File: config.mk
export PLATFORM = sky130hd
export DESIGN_NAME = seq_signed_divider
export DESIGN_NICKNAME = d
export VERILOG_FILES = /design/src/rtl/div_pkg.sv /design/src/rtl/div_restore_step.sv /design/src/rtl/seq_signed_divider.sv
export SDC_FILE = /design/constraint.sdc
export NUM_CORES = 1
export LEC_CHECK = 0
export ABC_AREA = 1
export CAP_MARGIN = 40
export CORE_MARGIN = 4
export CORE_UTILIZATION = 57
export CTS_CLUSTER_DIAMETER = 100
export DETAILED_ROUTE_END_ITERATION = 12
export PLACE_DENSITY = 0.85
export SETUP_SLACK_MARGIN = 0.3
export SLEW_MARGIN = 10
export SYNTH_ARGS = -nofsm -noshare
export SYNTH_HDL_FRONTEND = slang
export SYNTH_SLANG_ARGS = --single-unit
File: constraint.sdc
create_clock -name clk -period 2.3 [get_ports clk]
set_input_delay 0.23 -clock clk [delete_from_list [all_inputs] [get_ports clk]]
set_output_delay 0.23 -clock clk [all_outputs]
set_load 0.01 [all_outputs]
File: src/rtl/div_pkg.sv
// Shared definitions for the sequential signed divider and its reference models.
package div_pkg;

  typedef enum logic [1:0] {IDLE, CALC, FIX} div_state_e;

  localparam int DIV_WIDTH = 8;

  // Magnitude of a sign-extended operand; callers truncate to their width, so
  // the most-negative WIDTH-bit value maps to 2^(WIDTH-1) unsigned.
  function automatic logic [63:0] mag64(input logic signed [63:0] v);
    return v[63] ? 64'(-v) : 64'(v);
  endfunction

endpackage

File: src/rtl/div_restore_step.sv
// One restoring-division iteration: shift, trial subtract, pick quotient bit.
module div_restore_step #(
  parameter int WIDTH = 8
) (
  input  logic [WIDTH:0]   rem,
  input  logic [WIDTH-1:0] dq,
  input  logic [WIDTH-1:0] dvs,
  output logic [WIDTH:0]   rem_next,
  output logic [WIDTH-1:0] dq_next
);
  logic [WIDTH:0] shifted;
  logic [WIDTH:0] diff;
  logic           qbit;

  assign shifted  = {rem[WIDTH-1:0], dq[WIDTH-1]};
  // Partial remainder stays below 2^WIDTH, so the top bit of diff is the borrow.
  assign diff     = shifted - {1'b0, dvs};
  assign qbit     = ~diff[WIDTH];
  assign rem_next = qbit ? diff : shifted;
  assign dq_next  = {dq[WIDTH-2:0], qbit};

endmodule

File: src/rtl/seq_signed_divider.sv
// Iterative signed divider: WIDTH restoring steps on magnitudes, then sign fix-up.
module seq_signed_divider
  import div_pkg::*;
#(
  parameter int WIDTH = DIV_WIDTH
) (
  input  logic             clk,
  input  logic             rst_n,
  input  logic             start,
  input  logic [WIDTH-1:0] dividend,
  input  logic [WIDTH-1:0] divisor,
  output logic             busy,
  output logic             done,
  output logic [WIDTH-1:0] quotient,
  output logic [WIDTH-1:0] remainder,
  output logic             div_by_zero,
  output logic             overflow
);
  localparam int CW = $clog2(WIDTH);

  div_state_e       state, state_next;
  logic [CW-1:0]    cnt;
  logic [WIDTH:0]   rem, rem_next;
  logic [WIDTH-1:0] dq, dq_next;
  logic [WIDTH-1:0] dvs_mag, dvd_raw;
  logic             neg_q, neg_r, dz, ov;
  logic [WIDTH-1:0] dvd_abs, dvs_abs, q_fix, r_fix;
  logic             accept;

  assign dvd_abs = WIDTH'(mag64(64'(signed'(dividend))));
  assign dvs_abs = WIDTH'(mag64(64'(signed'(divisor))));
  assign accept  = (state == IDLE) && start;
  assign busy    = (state != IDLE);

  div_restore_step #(.WIDTH(WIDTH)) u_step (
    .rem      (rem),
    .dq       (dq),
    .dvs      (dvs_mag),
    .rem_next (rem_next),
    .dq_next  (dq_next)
  );

  always_comb begin
    state_next = state;
    case (state)
      IDLE:    if (start) state_next = CALC;
      CALC:    if (cnt == '0) state_next = FIX;
      FIX:     state_next = IDLE;
      default: state_next = IDLE;
    endcase
  end

  always_ff @(posedge clk or negedge rst_n) begin
    if (!rst_n) state <= IDLE;
    else        state <= state_next;
  end

  always_ff @(posedge clk or negedge rst_n) begin
    if (!rst_n) begin
      cnt     <= '0;
      rem     <= '0;
      dq      <= '0;
      dvs_mag <= '0;
      dvd_raw <= '0;
      neg_q   <= 1'b0;
      neg_r   <= 1'b0;
      dz      <= 1'b0;
      ov      <= 1'b0;
    end else if (accept) begin
      cnt     <= CW'(WIDTH - 1);
      rem     <= '0;
      dq      <= dvd_abs;
      dvs_mag <= dvs_abs;
      dvd_raw <= dividend;
      neg_q   <= dividend[WIDTH-1] ^ divisor[WIDTH-1];
      neg_r   <= dividend[WIDTH-1];
      dz      <= (divisor == '0);
      ov      <= (dividend == {1'b1, {(WIDTH-1){1'b0}}}) && (divisor == '1);
    end else if (state == CALC) begin
      rem <= rem_next;
      dq  <= dq_next;
      if (cnt != '0) cnt <= cnt - 1'b1;
    end
  end

  // The overflow case needs no override: |q| = 2^(WIDTH-1) wraps to itself.
  always_comb begin
    q_fix = neg_q ? -dq : dq;
    r_fix = neg_r ? -rem[WIDTH-1:0] : rem[WIDTH-1:0];
    if (dz) begin
      q_fix = '1;
      r_fix = dvd_raw;
    end
  end

  always_ff @(posedge clk or negedge rst_n) begin
    if (!rst_n) begin
      done        <= 1'b0;
      quotient    <= '0;
      remainder   <= '0;
      div_by_zero <= 1'b0;
      overflow    <= 1'b0;
    end else begin
      done <= (state == FIX);
      if (state == FIX) begin
        quotient    <= q_fix;
        remainder   <= r_fix;
        div_by_zero <= dz;
        overflow    <= ov;
      end
    end
  end

endmodule
* After elaboration in Yosys (flattened, before gate mapping)
Cells that the tools add are included.
** Storage, ports and cells
- Bits in registers :: 60
** Cells by class
- Add/sub/neg operators :: 6
- Equality and inequality tests :: 6
- Multiplexer cells :: 17
- Bitwise gates (word level) :: 2
- Reduce and logical (&&, ||, !) cells :: 11
** Operators with widths (number)
- $mux W8 :: 11
- $neg A8 Y8 :: 4
- $eq A8 B8 Y1 const B :: 2
- $mux W3 :: 3
- $sub A9 B8 Y9 :: 1
- $logic_not A8 Y1 :: 1
- $reduce_bool A2 Y1 :: 3
- $mux W2 :: 2
- $ne A2 B2 Y1 const B :: 2
- $pmux W2 S2 :: 1
- $reduce_and A2 Y1 :: 2
- $logic_not A3 Y1 :: 1
- $reduce_bool A3 Y1 :: 1
- $sub A3 B1 Y3 const B :: 1
- $eq A2 B1 Y1 const B :: 1
- $eq A2 B2 Y1 const B :: 1
- $logic_and A1 B1 Y1 :: 2
- $logic_not A2 Y1 :: 1
- $not A1 Y1 :: 1
- $xor A1 B1 Y1 :: 1

* Depth between registers and ports, before layout
Gate-level depths: netlist (run 1).
- Depth after elaboration :: 4
- Gate-level depth with buffers :: 13
- Mapped depth without buffers :: 13

* Cells and area by module
Synthesis (run 1) repeated with hierarchy kept, for this count alone.
** Unflattened totals
- Cells, all modules :: 494
- Area, all modules :: 3713.6 sq um
** By module, submodules not included
- seq_signed_divider :: times used 1, cells each 394, area each 3164.3 sq um, sequential area each 1501.4 sq um
- div_restore_step :: times used 1, cells each 100, area each 549.3 sq um, sequential area each 0.0 sq um

* Least setup slack after synthesis (run 1)
Ideal clock, no wire load.
- Kind :: register to register
- From :: register dq[7]
- To :: register rem[7]
- Library setup time :: 0.117 ns
- Data arrival time :: 1.712 ns
- Required time :: 2.183 ns
- Setup slack :: 0.470 ns
- Cell stages (with the launch flop) :: 13
- Buffers on the path :: 0
- Cells stage by stage :: dfrtp_1 > inv_1 > ha_1 > inv_1 > fa_1 > nand2_2 > nand2_4 > nand3_4 > nand3_4 > nand2_8 > nand2_1 > nand3_1 > nand2_1
** Between the ends
- Cells in the longest elaborated chain, start to end :: 4
** RTL lines
- start: declaration :: line seq_signed_divider.sv:24 : logic [WIDTH-1:0] dq, dq_next;
- start signal: assignment :: line seq_signed_divider.sv:72 : dq <= dvd_abs;
- start signal: assignment :: line seq_signed_divider.sv:81 : dq <= dq_next;
- $sub A9 B8 Y9 :: line div_restore_step.sv:17 : assign diff = shifted - {1'b0, dvs};
- $mux W8 :: line div_restore_step.sv:19 : assign rem_next = qbit ? diff : shifted;
- $mux W8 :: line seq_signed_divider.sv:79 : end else if (state == CALC) begin
- $mux W8 :: line seq_signed_divider.sv:69 : end else if (accept) begin
- end signal: assignment :: line seq_signed_divider.sv:80 : rem <= rem_next;
- end: declaration :: line seq_signed_divider.sv:23 : logic [WIDTH:0] rem, rem_next;
No other way between the ends. The select of a mux whose other input is x is not followed.
A chain may end at the register's enable or synchronous reset.

* Worst setup path in the final report (run 1)
- From :: register dq[7]
- To :: register rem[4]
Same word-level chain as after synthesis.

==> impl_results.md, run 1 <==
* Antenna diode instance count at 0
* Fillers at 470
* Simple-gate share of the synthesized area at 28.7%
* Critical Path Source Type: flip-flop
* Seq pwr share at 27.8%
* Fmax at 506 MHz
* DRC violations left at 0
* Crit Path Max Fanout at 8
* Min Tclk post-route at 1.98 ns
* Gate power share at 58.8%
* Nets@finish at 554
* Fin worst setup slack at 0.323 ns
* Final Skew at 0.0126 ns
* DR iter-0 viols at 365
* Overall global routing resource usage at 25.8%
* Initial antenna violation count at 0
* First-pass DRT Iterations at 5
* Mux share of post-synthesis cell area at 0%
* GP Congestion at 0.943
* Leakage at 2.14 nW
* Number of synthesized register bits at 59
* Compound-Gate Fraction of Synth Area at 12.8%
* Routed via count at 3,388
* Top post-synthesis cells by area: dfrtp_1 41%, nand2_1 13%, inv_1 7.2%
* Clock latency on the worst-skew pair at 0.35 ns
* Least-Margin Pin Slew at 0.667 ns
* First-pass GRT wire length at 15.3 mm
* Row Count at 28
* Hold Path Class: primary input to async pin
* Total grt overflow at 0
* Net switching power at 3.24 mW
* Setup TNS at 0 ns
* Final hold viol count at 0
* Total core area at 6030 um^2
* CTS tree: done
* Critical Path RT at 2.52 ns
* Worst EP arrival at 2.20 ns
* Syn nets at 505
* Max_slew headroom at 55.5%
* Critical path type: flip-flop to flip-flop
* Commonest non-fill, non-tap cell in the layout: nand2_1
* Post-Synth Adder-Cell Area at 5.78%
* Max-cap violations at 0
* Status: completed
* HPWL Detailed at 6.56 mm
* Worst vdd ir at 0.000852 V
* PortBufs at 38
* Starting Density at 59.6%
* Synth warn at 0
* Fin util at 72.0%
* Pwr dens at 1590 nW/um^2
* Most frequent cells in the layout: 119 x nand2_1, 67 x inv_1, 59 x dfrtp_1
* Vias in the first global route at 3,227
* Overall die height at 87.4 um
* Area growth syn-to-layout at 20.8%
* Drt wl/cell at 15.6 um
* Boundary pin count at 39
* Fin. max-slew vios at 0
* Area leader, netlist: dfrtp_1
* Synth cell types at 40
* Worst R2R Path Depth at 13
* Mapped Area at 3590 um^2
* RSZ-0062 raised after global routing: no
* R2r startpoint: dq[7]
* Post-synth EDFFs at 0
* CTS Root Cell: clkbuf_8
* Finish-stage setup viols at 0
* Clk pwr share at 13.4%
* TritonCTS Sinks at 59
* Clk slew on worst S/H paths at 0.07 ns
* Cell-internal power at 3.67 mW
* Fin crit share at 85.9%
* H-tree depth at 3
* Post-synth top area share at 41.1%
* DP Worst Slack at 0.284 ns
* Die Area at 7640 um^2
* Top FF cell, synth: dfrtp_1
* Vias per cell at 5.67
* Num CTS Buffers at 9
* Syn Area/Cell at 7.64 um^2
* Seq/Total Area, Yosys at 41.1%
* XOR/XNOR Fraction of Synth Area at 1.95%
* Drt total wl at 9.33 mm
* CP Launch Point: dq[7]
* Syn Inst Count at 470
* Synth async-reset ratio at 100%
* Post-DRT Antenna Nets at 0
* Final Power at 6.91 mW
* Pin count of the biggest net entering global routing at 34
* Switching part of the total power at 46.9%
* Die width at 87.4 um
* Largest family of logic cells by synthesized area: simple AND/OR/NAND/NOR gates
* CP Capture Type: flip-flop
* Clock tree buffer depth at 2
* Layout cell share with drive strength beyond 1 at 11.3%
[critical path: stages, from the launching register on]
cell and delay (ns):
dfrtp_1 0.38, inv_2 0.11, ha_4 0.14, inv_2 0.05, fa_2 0.37, nand2_2 0.09, nand2_4 0.07, nand3_4 0.10
nand2_4 0.08, nand2_8 0.12, buf_4 0.12, nand3_1 0.07, nand3_1 0.10, nand2_1 0.06
[routing by layer]
metal,part of all wire [%],vias up,global-route usage (%)
li1,-,1619,-
met5,0,-,0
met3,7.5,40,5.39
met1,41,1566,34.2
met2,48,163,41.4
met4,3.6,0,10.0
[state kept, by name, indices dropped and copies added (netlist names)]
register and count:
dq 8, dvd_raw 8, dvs_mag 8, quotient 8, rem 8, remainder 8
cnt 3, state 2, div_by_zero 1, done 1, dz 1, neg_q 1
ov 1, overflow 1
[cells in the mapped netlist (all sizes together) (2+ instances only)]
cell type and n:
a21oi 18, dfrtp 59, xor2 6, nand3 44
a31oi 4, ha 15, or2 3, o22ai 4
o21ai 33, nand4 7, o21bai 3, nor3 3
buf 11, inv 74, nor2 35, a22oi 2
nand2 129, o211ai 6, nand3b 2, o221ai 4
xnor2 2
[power by group through the flow]
stage               combinational, mW  sequential, mW  clock, mW
floorplan                        2.68            1.85          0
global placement                 3.51            1.89          0
detailed placement               3.69            1.90          0
CTS                              3.77            1.90      0.933
global route                     4.50            1.98      0.983
finish                           4.06            1.92      0.929
[final cells by class]
cell class / instances / area, um^2 / area share [%]
Multi-Input combinational cell: 325 / 1820 / 42.0
Timing Repair Buffer: 49 / 473 / 10.9
Tap cell: 75 / 93.8 / 2.16
Sequential cell: 59 / 1480 / 34.0
Inverter: 75 / 282 / 6.49
Clock buffer: 10 / 138 / 3.17
Clock inverter: 5 / 53.8 / 1.24
[repair_timing]
action,in CTS,in global routing
setup endpoints to repair,9,8
cloned,1,0
endpoints found under the hold margin,26,0
setup buffers,0,5
pin swaps,0,7
hold buffers,1,0
gates resized for setup,2,9
[cells by family (layout without fill, tap and decap cells)]
| family | after synthesis | count (layout) |
|---|---|---|
| AOI/OAI and AO/OA | 77 | 77 |
| xor gates and xnor gates | 8 | 8 |
| adders and majority gates | 16 | 16 |
| buffers and inverters | 87 | 139 |
| DFF | 59 | 59 |
| and+or+nand+nor | 223 | 224 |
[path summary, 6_finish.rpt]
path | slack, ns | end
max | 0.32 | rem[4]
min | 0.45 | dvs_mag[3]
max reg2reg | 0.32 | rem[4]
min reg2reg | 0.48 | remainder[7]
max in group asynchronous | 1.24 | rem[4]
min in group clk | 0.48 | remainder[7]
[per-stage QoR]
step	instance area [um^2]	std cells	hold WS, ns
finish	4340	598	0.452
global route	4340	598	0.505
global placement	4050	576	0.286
floorplan	3590	470	-0.0656
CTS	4260	593	0.470
detailed placement	4050	576	0.302
Note: power is estimated with default switching activity, not from simulation.
==> run 2: changes to the inputs <==
--- a/config.mk
+++ b/config.mk
@@ -8,10 +8,10 @@
 export ABC_AREA = 1
 export CAP_MARGIN = 40
 export CORE_MARGIN = 4
-export CORE_UTILIZATION = 57
+export CORE_UTILIZATION = 61
 export CTS_CLUSTER_DIAMETER = 100
 export DETAILED_ROUTE_END_ITERATION = 12
-export PLACE_DENSITY = 0.85
+export PLACE_DENSITY = 0.9
 export SETUP_SLACK_MARGIN = 0.3
 export SLEW_MARGIN = 10
 export SYNTH_ARGS = -nofsm -noshare
==> constraint.sdc (replaced) <==
create_clock -name clk -period 2.4 [get_ports clk]
set_input_delay 0.24 -clock clk [delete_from_list [all_inputs] [get_ports clk]]
set_output_delay 0.24 -clock clk [all_outputs]
set_load 0.01 [all_outputs]
==> run 2 against run 1 <==
  * Sequential power down 4%
  * Fmax up 0.34%
  * Hold slack worse by 0.13 ns
  * Clock skew down 0.0055 ns
  * Via count up 3.5%
  * Register-to-register slack better by 0.11 ns
  * Utilization up 4.2 points
  * Power down 5.0%
  * Wire length up 2.1%
  * Critical endpoint is now rem[5]
  * Highest routed layer unchanged
==> impl_results.md, run 2 (synthesized netlist as in run 1, its figures left out) <==
* DR iter-0 viols at 441
* Crit Path Max Fanout at 9
* Pin count of the biggest net entering global routing at 31
* PortBufs at 38
* CP Capture Type: flip-flop
* Status: completed
* Area growth syn-to-layout at 19.0%
* Final Cell Area at 4280 um^2
* Max-cap violations at 0
* Antenna diode instance count at 0
* H-tree depth at 3
* Setup TNS at 0 ns
* Hold Path Class: primary input to async pin
* Clock latency on the worst-skew pair at 0.35 ns
* Row Count at 27
* Most frequent cells in the layout: 122 x nand2_1, 68 x inv_1, 59 x dfrtp_1
* Worst EP arrival at 2.21 ns
* CTS Root Cell: clkbuf_8
* Fin. max-slew vios at 0
* First-pass GRT wire length at 15.2 mm
* Clk slew on worst S/H paths at 0.07 ns
* Drt wl/cell at 16.1 um
* Initial antenna violation count at 0
* Boundary pin count at 39
* Routed via count at 3,506
* Overall global routing resource usage at 26.8%
* DRC violations left at 0
* Nets@finish at 549
* Finish-stage setup viols at 0
* First-pass DRT Iterations at 7
* Cell Area, Placed at 4030 um^2
* Hold WS at 0.317 ns
* Die width at 84.7 um
* Total grt overflow at 0
* Vias in the first global route at 3,242
* Post-DRT Antenna Nets at 0
* HPWL Detailed at 6.60 mm
* Max_slew headroom at 60.0%
* Drt total wl at 9.52 mm
* Fin crit share at 82.1%
* Die Area at 7180 um^2
* Critical Path RT at 2.64 ns
* Num CTS Buffers at 9
* Commonest non-fill, non-tap cell in the layout: nand2_1
* Total core area at 5610 um^2
* Overall die height at 84.7 um
* Clock tree buffer depth at 2
* Leakage at 2.12 nW
* Worst vdd ir at 0.000999 V
* Layout cell share with drive strength beyond 1 at 9.06%
* Critical Path Source Type: flip-flop
* CTS tree: done
* Vias per cell at 5.93
* TritonCTS Sinks at 59
* Pwr dens at 1540 nW/um^2
* Starting Density at 64.1%
* GP Congestion at 0.915
* Final hold viol count at 0
* RSZ-0062 raised after global routing: no
* Least-Margin Pin Slew at 0.599 ns
* Final Skew at 0.00712 ns
* Min Tclk post-route at 1.97 ns
* Fmax at 508 MHz
* Critical path type: flip-flop to flip-flop
-- run 2: cell count changes in the layout (fill, tap and decap cells not counted), moves of 2 or more --
cell | previous run | this run
nand3_2 | 4 | 2
clkinv_4 | 1 | 3
nand2_2 | 6 | 3
nand2_1 | 119 | 122
nand3_1 | 39 | 41
clkinv_2 | 3 | 1
buf_4 | 9 | 5
ha_1 | 13 | 15
ha_4 | 2 | 0
-- run 2: power by group --
part | switching [mW] | internal, mW | leakage [nW]
registers | 0.387 | 1.45 | 0.718
clock network | 0.433 | 0.591 | 0.114
logic | 2.28 | 1.43 | 1.29
total | 3.10 | 3.47 | 2.12
-- run 2: critical path: stages (launching register included) --
cell and delay [ns]:
dfrtp_1 0.37, inv_2 0.09, ha_1 0.15, inv_1 0.07, fa_2 0.37, nand2_2 0.09
nand2_4 0.07, nand3_4 0.12, nand3_4 0.14, nand2_8 0.14, nand2_1 0.07, nand3_1 0.11
nand2_1 0.06
-- run 2: metal layers --
layer  track usage [%]  up-vias  part of all wire, %
met1              34.0     1611                   38
met4              12.7        0                  4.2
met5                 0        -                    0
li1                  -     1616                    -
met3              5.79       49                  9.6
met2              43.8      230                   48
-- run 2: final cells by class --
type                       count  area (um^2)
clock buffer                   9          124
sequential                    59         1480
clock inverter                 7          100
fill                         399         1330
multi-input combinational    325         1780
inverter                      75          282
tap                           72         90.1
timing repair buffer          44          423
-- run 2: per-stage QoR --
stage	utilization [%]	total power, mW	cells	setup slack (ns)
finish	76.2	6.57	591	0.430
global route	76.2	7.04	591	0.330
CTS	76.0	6.43	590	0.322
detailed placement	71.8	5.32	573	0.392
global placement	71.8	5.13	573	0.486
floorplan	-	4.35	470	0.570
-- run 2: path summary, 6_finish.rpt --
kind	cells past startpoint	slack, ns	end	start
max	12	0.43	rem[5]	dq[7]
min	2	0.32	remainder[5]	rst_n
max reg2reg	12	0.43	rem[5]	dq[7]
min reg2reg	2	0.47	div_by_zero	div_by_zero
max in group asynchronous	3	1.40	dz	rst_n
min in group clk	2	0.47	div_by_zero	div_by_zero
-- run 2: what timing repair did --
action                     4_1_cts  5_1_grt
setup endpoints to repair        0        9
hold endpoints to repair        13        0
buffers inserted                 0        0
gates resized for setup          0        2
hold buffers                     1        0
